**config.mk**
```make
export PLATFORM = sky130hd
export DESIGN_NAME = div_unit_flat
export DESIGN_NICKNAME = d
export VERILOG_FILES = /design/src/rtl/div_unit_pkg.sv /design/src/rtl/div_unit_if.sv /design/src/rtl/div_unit.sv /design/src/flat_wrapper.sv
export SDC_FILE = /design/constraint.sdc
export NUM_CORES = 1
export LEC_CHECK = 0
export BUFFER_PORTS_ARGS = -buffer_cell sky130_fd_sc_hd__buf_2
export CAP_MARGIN = 20
export CORE_AREA = 10 10 149 151
export CTS_CLUSTER_DIAMETER = 150
export DETAILED_ROUTE_END_ITERATION = 8
export DIE_AREA = 0 0 159 161
export PLACE_DENSITY = 0.79
export SYNTH_ARGS = -nofsm -noshare
export SYNTH_HDL_FRONTEND = slang
export SYNTH_SLANG_ARGS = --single-unit
```
**constraint.sdc**
```tcl
create_clock -name clk -period 14.3 [get_ports clk]
set_input_delay 2.145 -clock clk [delete_from_list [all_inputs] [get_ports clk]]
set_output_delay 2.145 -clock clk [all_outputs]
set_load 0.01 [all_outputs]
```
**src/rtl/div_unit_pkg.sv**
```systemverilog
// Shared constants for the multi-cycle divider: FSM state encoding, handshake levels
// and the execute-stage aluop codes that select DIV/DIVU.
package div_unit_pkg;

  localparam int unsigned DivDataWidth = 32;

  typedef enum logic [1:0] {
    DivFree   = 2'd0,
    DivByZero = 2'd1,
    DivOn     = 2'd2,
    DivEnd    = 2'd3
  } div_state_e;

  localparam logic DivResultReady    = 1'b1;
  localparam logic DivResultNotReady = 1'b0;
  localparam logic DivStart          = 1'b1;
  localparam logic DivStop           = 1'b0;

  localparam logic [7:0] ExeDivOp  = 8'b0001_1010;
  localparam logic [7:0] ExeDivuOp = 8'b0001_1011;

endpackage

```
**src/rtl/div_unit_if.sv**
```systemverilog
// Request/result bundle between the execute stage (master) and the divider (slave).
interface div_if #(
  parameter int unsigned DATA_WIDTH = 32
) ();

  logic                    start_in;
  logic                    annul_in;
  logic                    signed_in;
  logic [DATA_WIDTH-1:0]   op1_in;
  logic [DATA_WIDTH-1:0]   op2_in;
  logic [2*DATA_WIDTH-1:0] result_out;
  logic                    ready_out;

  modport master (
    output start_in, annul_in, signed_in, op1_in, op2_in,
    input  result_out, ready_out
  );

  modport slave (
    input  start_in, annul_in, signed_in, op1_in, op2_in,
    output result_out, ready_out
  );

endinterface

```
**src/rtl/div_unit.sv**
```systemverilog
// Restoring divider: one quotient bit per clock, signs stripped on entry and restored on exit.
// result_out = {remainder, quotient}, valid while ready_out is high.
module div_unit
  import div_unit_pkg::*;
#(
  parameter int unsigned DATA_WIDTH = DivDataWidth
) (
  input logic  clk,
  input logic  rst,
  div_if.slave bus
);

  localparam int unsigned W        = DATA_WIDTH;
  localparam logic [5:0]  LastStep = 6'(DATA_WIDTH);

  div_state_e         state_q;
  logic [5:0]         cnt_q;
  logic [W-1:0]       quo_q;
  logic [W-1:0]       rem_q;
  logic [W-1:0]       dsor_q;
  logic               sign1_q;
  logic               sign2_q;
  logic               signed_q;
  logic [2*W-1:0]     result_q;
  logic               ready_q;

  logic [W-1:0]       rem_shift;
  logic [W-1:0]       rem_diff;
  logic [W-1:0]       rem_step;
  logic [W-1:0]       quo_step;
  logic [W-1:0]       quo_fix;
  logic [W-1:0]       rem_fix;
  logic               take;

  function automatic logic [W-1:0] mag(logic [W-1:0] x, logic is_signed);
    return (is_signed && x[W-1]) ? -x : x;
  endfunction

  // A set top bit of rem_q means the shifted value exceeds W bits and so always beats the
  // divisor; the W-bit wrap-around subtraction still yields the exact remainder.
  always_comb begin
    rem_shift = {rem_q[W-2:0], quo_q[W-1]};
    rem_diff  = rem_shift - dsor_q;
    take      = rem_q[W-1] | (rem_shift >= dsor_q);
    rem_step  = take ? rem_diff : rem_shift;
    quo_step  = {quo_q[W-2:0], take};
    quo_fix   = (signed_q && (sign1_q ^ sign2_q)) ? -quo_q : quo_q;
    rem_fix   = (signed_q && sign1_q) ? -rem_q : rem_q;
  end

  always_ff @(posedge clk or posedge rst) begin
    if (rst) begin
      state_q  <= DivFree;
      cnt_q    <= '0;
      quo_q    <= '0;
      rem_q    <= '0;
      dsor_q   <= '0;
      sign1_q  <= 1'b0;
      sign2_q  <= 1'b0;
      signed_q <= 1'b0;
      result_q <= '0;
      ready_q  <= DivResultNotReady;
    end else begin
      unique case (state_q)
        DivFree: begin
          if (bus.start_in == DivStart && !bus.annul_in) begin
            if (bus.op2_in == '0) begin
              state_q <= DivByZero;
            end else begin
              state_q  <= DivOn;
              cnt_q    <= '0;
              quo_q    <= mag(bus.op1_in, bus.signed_in);
              dsor_q   <= mag(bus.op2_in, bus.signed_in);
              rem_q    <= '0;
              sign1_q  <= bus.op1_in[W-1];
              sign2_q  <= bus.op2_in[W-1];
              signed_q <= bus.signed_in;
            end
          end
        end
        DivByZero: begin
          if (bus.annul_in) begin
            state_q <= DivFree;
          end else begin
            state_q  <= DivEnd;
            result_q <= '0;
            ready_q  <= DivResultReady;
          end
        end
        DivOn: begin
          if (bus.annul_in) begin
            state_q <= DivFree;
          end else if (cnt_q == LastStep) begin
            state_q  <= DivEnd;
            result_q <= {rem_fix, quo_fix};
            ready_q  <= DivResultReady;
          end else begin
            rem_q <= rem_step;
            quo_q <= quo_step;
            cnt_q <= cnt_q + 6'd1;
          end
        end
        DivEnd: begin
          if (bus.start_in == DivStop) begin
            state_q  <= DivFree;
            result_q <= '0;
            ready_q  <= DivResultNotReady;
          end
        end
        default: state_q <= DivFree;
      endcase
    end
  end

  assign bus.result_out = result_q;
  assign bus.ready_out  = ready_q;

endmodule

```
**src/flat_wrapper.sv**
```systemverilog
// flat-port wrapper written by rule: the top's interface ports become plain ports
module div_unit_flat import div_unit_pkg::*;
#(
  parameter int unsigned DATA_WIDTH = DivDataWidth
)
  (clk, rst, bus_start_in, bus_annul_in, bus_signed_in, bus_op1_in, bus_op2_in, bus_result_out, bus_ready_out);
  div_if #(.DATA_WIDTH(DATA_WIDTH)) bus_i ();
  input logic clk;
  input logic rst;
  input wire logic [$bits(bus_i.start_in)-1:0] bus_start_in;
  input wire logic [$bits(bus_i.annul_in)-1:0] bus_annul_in;
  input wire logic [$bits(bus_i.signed_in)-1:0] bus_signed_in;
  input wire logic [$bits(bus_i.op1_in)-1:0] bus_op1_in;
  input wire logic [$bits(bus_i.op2_in)-1:0] bus_op2_in;
  output wire logic [$bits(bus_i.result_out)-1:0] bus_result_out;
  output wire logic [$bits(bus_i.ready_out)-1:0] bus_ready_out;
  assign bus_i.start_in = bus_start_in;
  assign bus_i.annul_in = bus_annul_in;
  assign bus_i.signed_in = bus_signed_in;
  assign bus_i.op1_in = bus_op1_in;
  assign bus_i.op2_in = bus_op2_in;
  assign bus_result_out = bus_i.result_out;
  assign bus_ready_out = bus_i.ready_out;
  div_unit #(.DATA_WIDTH(DATA_WIDTH)) u_core (.clk(clk), .rst(rst), .bus(bus_i));
endmodule
```
==> results of run 1 <==
## per-layer routing
| layer | wire (um) | up-vias | track usage |
|---|---|---|---|
| li1 | - | 4975 | - |
| met1 | 13600 | 4754 | 0.322 |
| met2 | 13700 | 404 | 0.356 |
| met3 | 2070 | 36 | 0.0366 |
| met4 | 490 | 0 | 0.0657 |
| met5 | 0 | - | 0 |
## worst max path at each step
stage	end	slack [ns]	from
4_1_cts	u_core.rem_q[29]$_DFFE_PP0P_	9.19	bus_op2_in[13]
3_5_place_dp	u_core.rem_q[17]$_DFFE_PP0P_	8.78	bus_op2_in[13]
3_3_place_gp	u_core.rem_q[17]$_DFFE_PP0P_	8.85	bus_op2_in[13]
6_report	u_core.rem_q[29]$_DFFE_PP0P_	9.19	bus_op2_in[13]
2_1_floorplan	u_core.bus.ready_out$_DFFE_PP0P_	7.49	rst
5_1_grt	u_core.rem_q[29]$_DFFE_PP0P_	8.91	bus_op2_in[13]
## flip-flops by register name (all words and copies together) (netlist names)
register and cells:
u_core.bus.result_out 64, u_core.rem_q 32, u_core.signed_q 1, u_core.state_q 2
u_core.quo_q 32, u_core.cnt_q 6, u_core.sign2_q 1, u_core.bus.ready_out 1
u_core.dsor_q 32, u_core.sign1_q 1
## worst max-delay path, cell delays in order
cell	delay, ns
buf_2	0.13
or4_4	0.55
or3_4	0.37
nor4_4	0.37
nand2_2	0.15
nor4_4	0.30
a2111o_2	0.21
buf_4	0.65
nor2_2	0.16
a32oi_1	0.26
o21ai_0	0.11
## placed cells by master (no fill, tap or decap), drive strengths merged, types with 8 or more instances in the layout
cell type and n:
nand2 184, dfrtp 172, o21ai 161, a21oi 150
buf 142, nor2 109, xnor2 87, inv 72
xor2 54, ha 43, nor3 30, o31ai 26
mux2i 22, nand3 20, clkbuf 18, or3 17
nor4 14, a31oi 13, o211ai 13, nand2b 9
nor2b 9, and2 8, o41ai 8, or4 8
## area by class of cell
class / instances / area [um^2]
clock buffer: 18 / 429
clock inverter: 13 / 118
fill: 1624 / 6540
inverter: 68 / 260
multi-input combinational: 1062 / 6470
sequential: 172 / 4300
tap: 265 / 332
timing repair buffer: 142 / 753
## kinds of logic after synthesis
| kind of cell | after synthesis | synth area share |
|---|---|---|
| fa+ha+maj | 44 | 0.0493 |
| mux | 24 | 0.0214 |
| flops | 172 | 0.380 |
| simple gates | 428 | 0.174 |
| compound gates | 425 | 0.216 |
| buf+inv | 131 | 0.0494 |
| xor+xnor | 141 | 0.109 |
## power by group through the flow
stage	clock (mW)	sequential (mW)	combinational, mW
2_1_floorplan	0	0.844	1.20
3_3_place_gp	0	0.877	1.54
3_5_place_dp	0	0.887	1.57
4_1_cts	0.443	0.880	1.59
5_1_grt	0.464	0.911	1.78
6_report	0.439	0.887	1.60
==> results_dict.tcl, run 1 <==
set metrics [dict create \
    clk_pin_slew_ns 0.06 \
    synth_seq_cells 172 \
    critPathMaxFanout 90 \
    p_sw_mw 1.40 \
    pin_count 134 \
    relSlewSlack 0.437 \
    cts_setup_buffers 0 \
    max-cap-violations 0 \
    cts_resized 0 \
    rsz0062_at_grt "false" \
    grt_pass1_wl_mm 48.9 \
    wirelength_mm 29.8 \
    outcome "finished, final reports clean" \
    synth_seq_area_share 0.380 \
    start_util 0.589 \
    n_antenna_cell 0 \
    fin_setup_tns_ns 0 \
    drc 0 \
    cellLeakagePower_nw 5.68 \
    worst_pin_slew_ns 0.844 \
    critPathCaptureType "flop" \
    numCtsBuffers 17 \
    die_h_um 161 \
    whs_ns 0.471 \
    drive_above_1_share 0.129 \
    worstPathRequired_ns 14.60 \
    area_delta_synth_final_pct 12.0 \
    critPathLaunchType "input pin" \
    dominantRegCellSynth "dfrtp_1" \
    timing.fmax_ghz 0.196 \
    clkLatencyLatePin_ns 0.43 \
    numClockSinks 172 \
    finalPower_mw 2.93 \
    drt_iter0_markers 944 \
    die_w_um 159 \
    synth.avg_cell_area_um2 8.29 \
    yosys_warnings 0 \
    yosysUniqueCellTypes 67 \
    ys_top_cells_by_count "nand2_1, dfrtp_1, o21ai_0" \
    swShare 0.479 \
    reg2reg_depth 13 \
    hold_end "u_core.bus.result_out[7]$_DFFE_PP0P_" \
    synth_area_um2 11300 \
    fin_util 0.660 \
    hold_depth 2 \
    reg2reg_slack_ns 10.30 \
    share_seq_of_total_power 0.303 \
    stdcell_count 1740 \
    rows 51 \
    clock-root-buffer "clkbuf_16" \
    hold_viol_final 0 \
    grt-ovfl-total 0 \
    syn-instance-count 1365 \
    cp.arrival_ns 5.41 \
    cts_tree "done" \
    finalMaxSlewViolations 0 \
    floorplan.die_area_um2 25600 \
    post-place-ws_ns 8.78 \
    port_buffers 133 \
    via_count 10200 \
    cts_buffer_depth 2 \
    ant_nets 0 \
    yosysTopAreaCell "dfrtp_1" \
    hpwlAfterDp_mm 22.0 \
    grt_max_degree 91 \
    synthTopCellsByArea "dfrtp_1, xnor2_1, o21ai_0" \
    ir_drop_mv 0.132 \
    nets 1576 \
    setup_violations 0 \
    finalWorstSetupSlack_ns 9.19 \
    gp_congestion 0.940 \
    synth_edf_count 0 \
    intPower_mw 1.53 \
    grt_use_total 0.228 \
    core_area_um2 19200 \
    clock_skew_ns 0.00817 \
    async_flop_share 1.00 \
    period_minus_slack_ns 5.11 \
    dpl_cell_area_um2 12100 \
    rr_endpoint "u_core.rem_q[29]$_DFFE_PP0P_" \
    hp-start "u_core.bus.result_out[7]$_DFFE_PP0P_" \
    fin_crit_sh 0.357 \
    grt_pass1_vias 9593 \
    netlist.area_leader.share 0.380 \
    firstDrtPassIters 5 \
    combPwrFrac 0.547 \
    cts_hold_buf 0 \
    htree_levels 4 \
    place_inst 1708 \
    wl_per_cell_um 17.1 \
    syn-num-nets 1478 \
    hold_class "flop to flop" \
    final_area_um2 12700 \
    power.density_nw_per_um2 231 \
    synth.most_common_cell "nand2_1" \
    crit_type "input pin to flop" \
    p_clk_frac 0.150 \
    reg2reg_from "u_core.quo_q[31]$_DFFE_PP0P_" \
    antenna_found_initial 0 \
    via_per_inst 5.84 \
]
(Power assumes the default switching activity.)
==> run 2, diff against run 1 <==
Settings changed: ABC_AREA set to 1, CORE_AREA 10 10 149 151 to 10 10 168 170, DIE_AREA 0 0 159 161 to 0 0 178 180, PLACE_DENSITY 0.79 to 0.75.
Clock period 14.3 ns to 4.4 ns, I/O delays scaled along.
==> results_dict.tcl, run 2 <==
set metrics [dict create \
    die_w_um 178 \
    yosysTopAreaCell "dfrtp_1" \
    firstDrtPassIters 5 \
    synthTopCellsByArea "dfrtp_1, nand2_1, inv_1" \
    outcome "finished, final reports clean" \
    grt_use_total 0.260 \
    clk_pin_slew_ns 0.09 \
    clock_skew_ns 0.0211 \
    ir_drop_mv 0.329 \
    slowest_delay_ns 0.37 \
    crit_type "flop to flop" \
    cp.arrival_ns 3.15 \
    htree_levels 4 \
    syn-instance-count 2145 \
    drc 0 \
    clkLatencyLatePin_ns 0.44 \
    hold_class "input pin to asynchronous set/reset pin" \
    synth_area_um2 13500 \
    hold_viol_final 0 \
    cts_tree "done" \
    whs_ns 0.452 \
    top_layer_used "met4" \
    ys_top_cells_by_count "nand2_1, inv_1, nand3_1" \
    async_flop_share 1.00 \
    grt-ovfl-total 0 \
    ant_nets 0 \
    port_buffers 133 \
    layout_common_cells "nand2_1, inv_1, nand3_1" \
    core_area_um2 24900 \
    via_count 14000 \
    final_common_cell "nand2_1" \
    cts_buffer_depth 2 \
    route.met2.wl_mm 17.1 \
    nets 2360 \
    synth.most_common_cell "nand2_1" \
    wl_met1_mm 20.2 \
    synth_seq_cells 172 \
    n_antenna_cell 0 \
    yosysUniqueCellTypes 39 \
    numCtsBuffers 17 \
    cts_setup_buffers 0 \
    rows 58 \
    dpl_cell_area_um2 14400 \
    wirelength_mm 42.2 \
    crit_path_top_delay_cell "fa_1" \
    netlist.area_leader.share 0.318 \
    hpwlAfterDp_mm 33.5 \
    grt_pass1_vias 13000 \
    drt_iter0_markers 1419 \
    yosys_warnings 0 \
    critPathCaptureType "flop" \
    cts_hold_buf 0 \
    wl_met3_mm 3.78 \
    floorplan.die_area_um2 32000 \
    wl_per_cell_um 16.3 \
    critPathMaxFanout 33 \
    worstPathCellList "inv_1 -> ha_1 -> fa_1 -> inv_1 -> nand2_1 -> nand2_1 -> nand3_1 -> nand2_1 -> nand2_1 -> nand3_2 -> nand2_4 -> nand2_4 -> nand2_2 -> nand2_1 -> nand2_1 -> nand2_1" \
    drive_above_1_share 0.0916 \
    worstPathRequired_ns 4.77 \
    timing.critical_path.mode_cell "nand2_1" \
    area_delta_synth_final_pct 11.0 \
    antenna_found_initial 0 \
    synth_seq_area_share 0.318 \
    final_area_um2 15000 \
    fin_setup_tns_ns 0 \
    synth.avg_cell_area_um2 6.31 \
    pin_count 134 \
    power.density_nw_per_um2 552 \
    gp_congestion 0.973 \
    die_h_um 180 \
    grt_max_degree 173 \
    worst_pin_slew_ns 0.959 \
    synth_edf_count 0 \
    rsz0062_at_grt "false" \
    stdcell_count 2590 \
    numClockSinks 172 \
    relSlewSlack 0.361 \
    grt_pass1_wl_mm 67.7 \
    critPathLaunchType "flop" \
    largest_reg_flops 64 \
    period_minus_slack_ns 2.78 \
    finalMaxSlewViolations 0 \
    setup_violations 0 \
    max-cap-violations 0 \
    via_per_inst 5.42 \
    fin_crit_sh 0.633 \
    syn-num-nets 2258 \
    cellLeakagePower_nw 8.37 \
    dominantRegCellSynth "dfrtp_1" \
    clock-root-buffer "clkbuf_16" \
    start_util 0.544 \
    place_inst 2557 \
    cts_resized 0 \
    timing.fmax_ghz 0.359 \
]
## run 2: changes by cell type in the layout (fill, tap and decap cells not counted), sizes merged, moves of 22 or more
cell	delta
nand4	+29
mux2i	-22
nor2	+75
nand3	+174
a21oi	-90
xnor2	-68
nand2	+562
inv	+257
## run 2: cells by family after synthesis
group / count (synthesis) / synth area share
XOR/XNOR: 79 / 0.0511
flip-flops: 172 / 0.318
AO/OA/AOI/OAI: 259 / 0.102
adder cells (fa/ha/maj): 44 / 0.0412
buffers and inverters: 381 / 0.113
AND/OR/NAND/NOR: 1210 / 0.374
## run 2: power by group
part / internal (mW) / switching, mW
Combinational: 1.28 / 3.02
Clock: 0.778 / 0.765
Sequential: 2.05 / 0.403
## run 2: final cells by class
cell class | count | area, um^2
multi-input cells | 1592 | 7700
well taps | 330 | 413
flip-flops and latches | 172 | 4300
fillers | 2445 | 9870
repair buffers | 142 | 778
inverters | 322 | 1210
clock buffers | 17 | 425
clock inverters | 15 | 181
## run 2: through the flow
stage	setup slack, ns	total power, mW	utilization
CTS	1.66	8.23	0.602
floorplan	1.54	5.45	-
global placement	1.43	6.56	0.577
detailed placement	1.43	6.67	0.578
global route	1.37	8.95	0.603
finish	1.62	8.30	0.603
## run 2: metal layers
layer | up-vias | GRT usage
li1 | 6981 | -
met1 | 6436 | 0.388
met2 | 569 | 0.362
met3 | 56 | 0.0520
met4 | 0 | 0.0857
met5 | - | 0
## run 2: path summary, 6_finish.rpt
path	from	endpoint	slack, ns	cells after the start
worst max-delay path	u_core.quo_q[31]$_DFFE_PP0P_	u_core.rem_q[31]$_DFFE_PP0P_	1.62	16
worst max register to register	u_core.quo_q[31]$_DFFE_PP0P_	u_core.rem_q[31]$_DFFE_PP0P_	1.62	16
max in group asynchronous	rst	u_core.dsor_q[9]$_DFFE_PP0P_	3.19	3
worst min register to register	u_core.bus.result_out[44]$_DFFE_PP0P_	u_core.bus.result_out[44]$_DFFE_PP0P_	0.48	2
worst min-delay path	rst	u_core.bus.result_out[2]$_DFFE_PP0P_	0.45	3
min in group clk	u_core.bus.result_out[44]$_DFFE_PP0P_	u_core.bus.result_out[44]$_DFFE_PP0P_	0.48	2
## run 2: critical path: cells and delay by family, from the launching register on
kind / cells / cell delay (ns)
simple gates: 12 / 1.48
flops: 1 / 0.36
fa+ha+maj: 2 / 0.63
buf+inv: 2 / 0.23
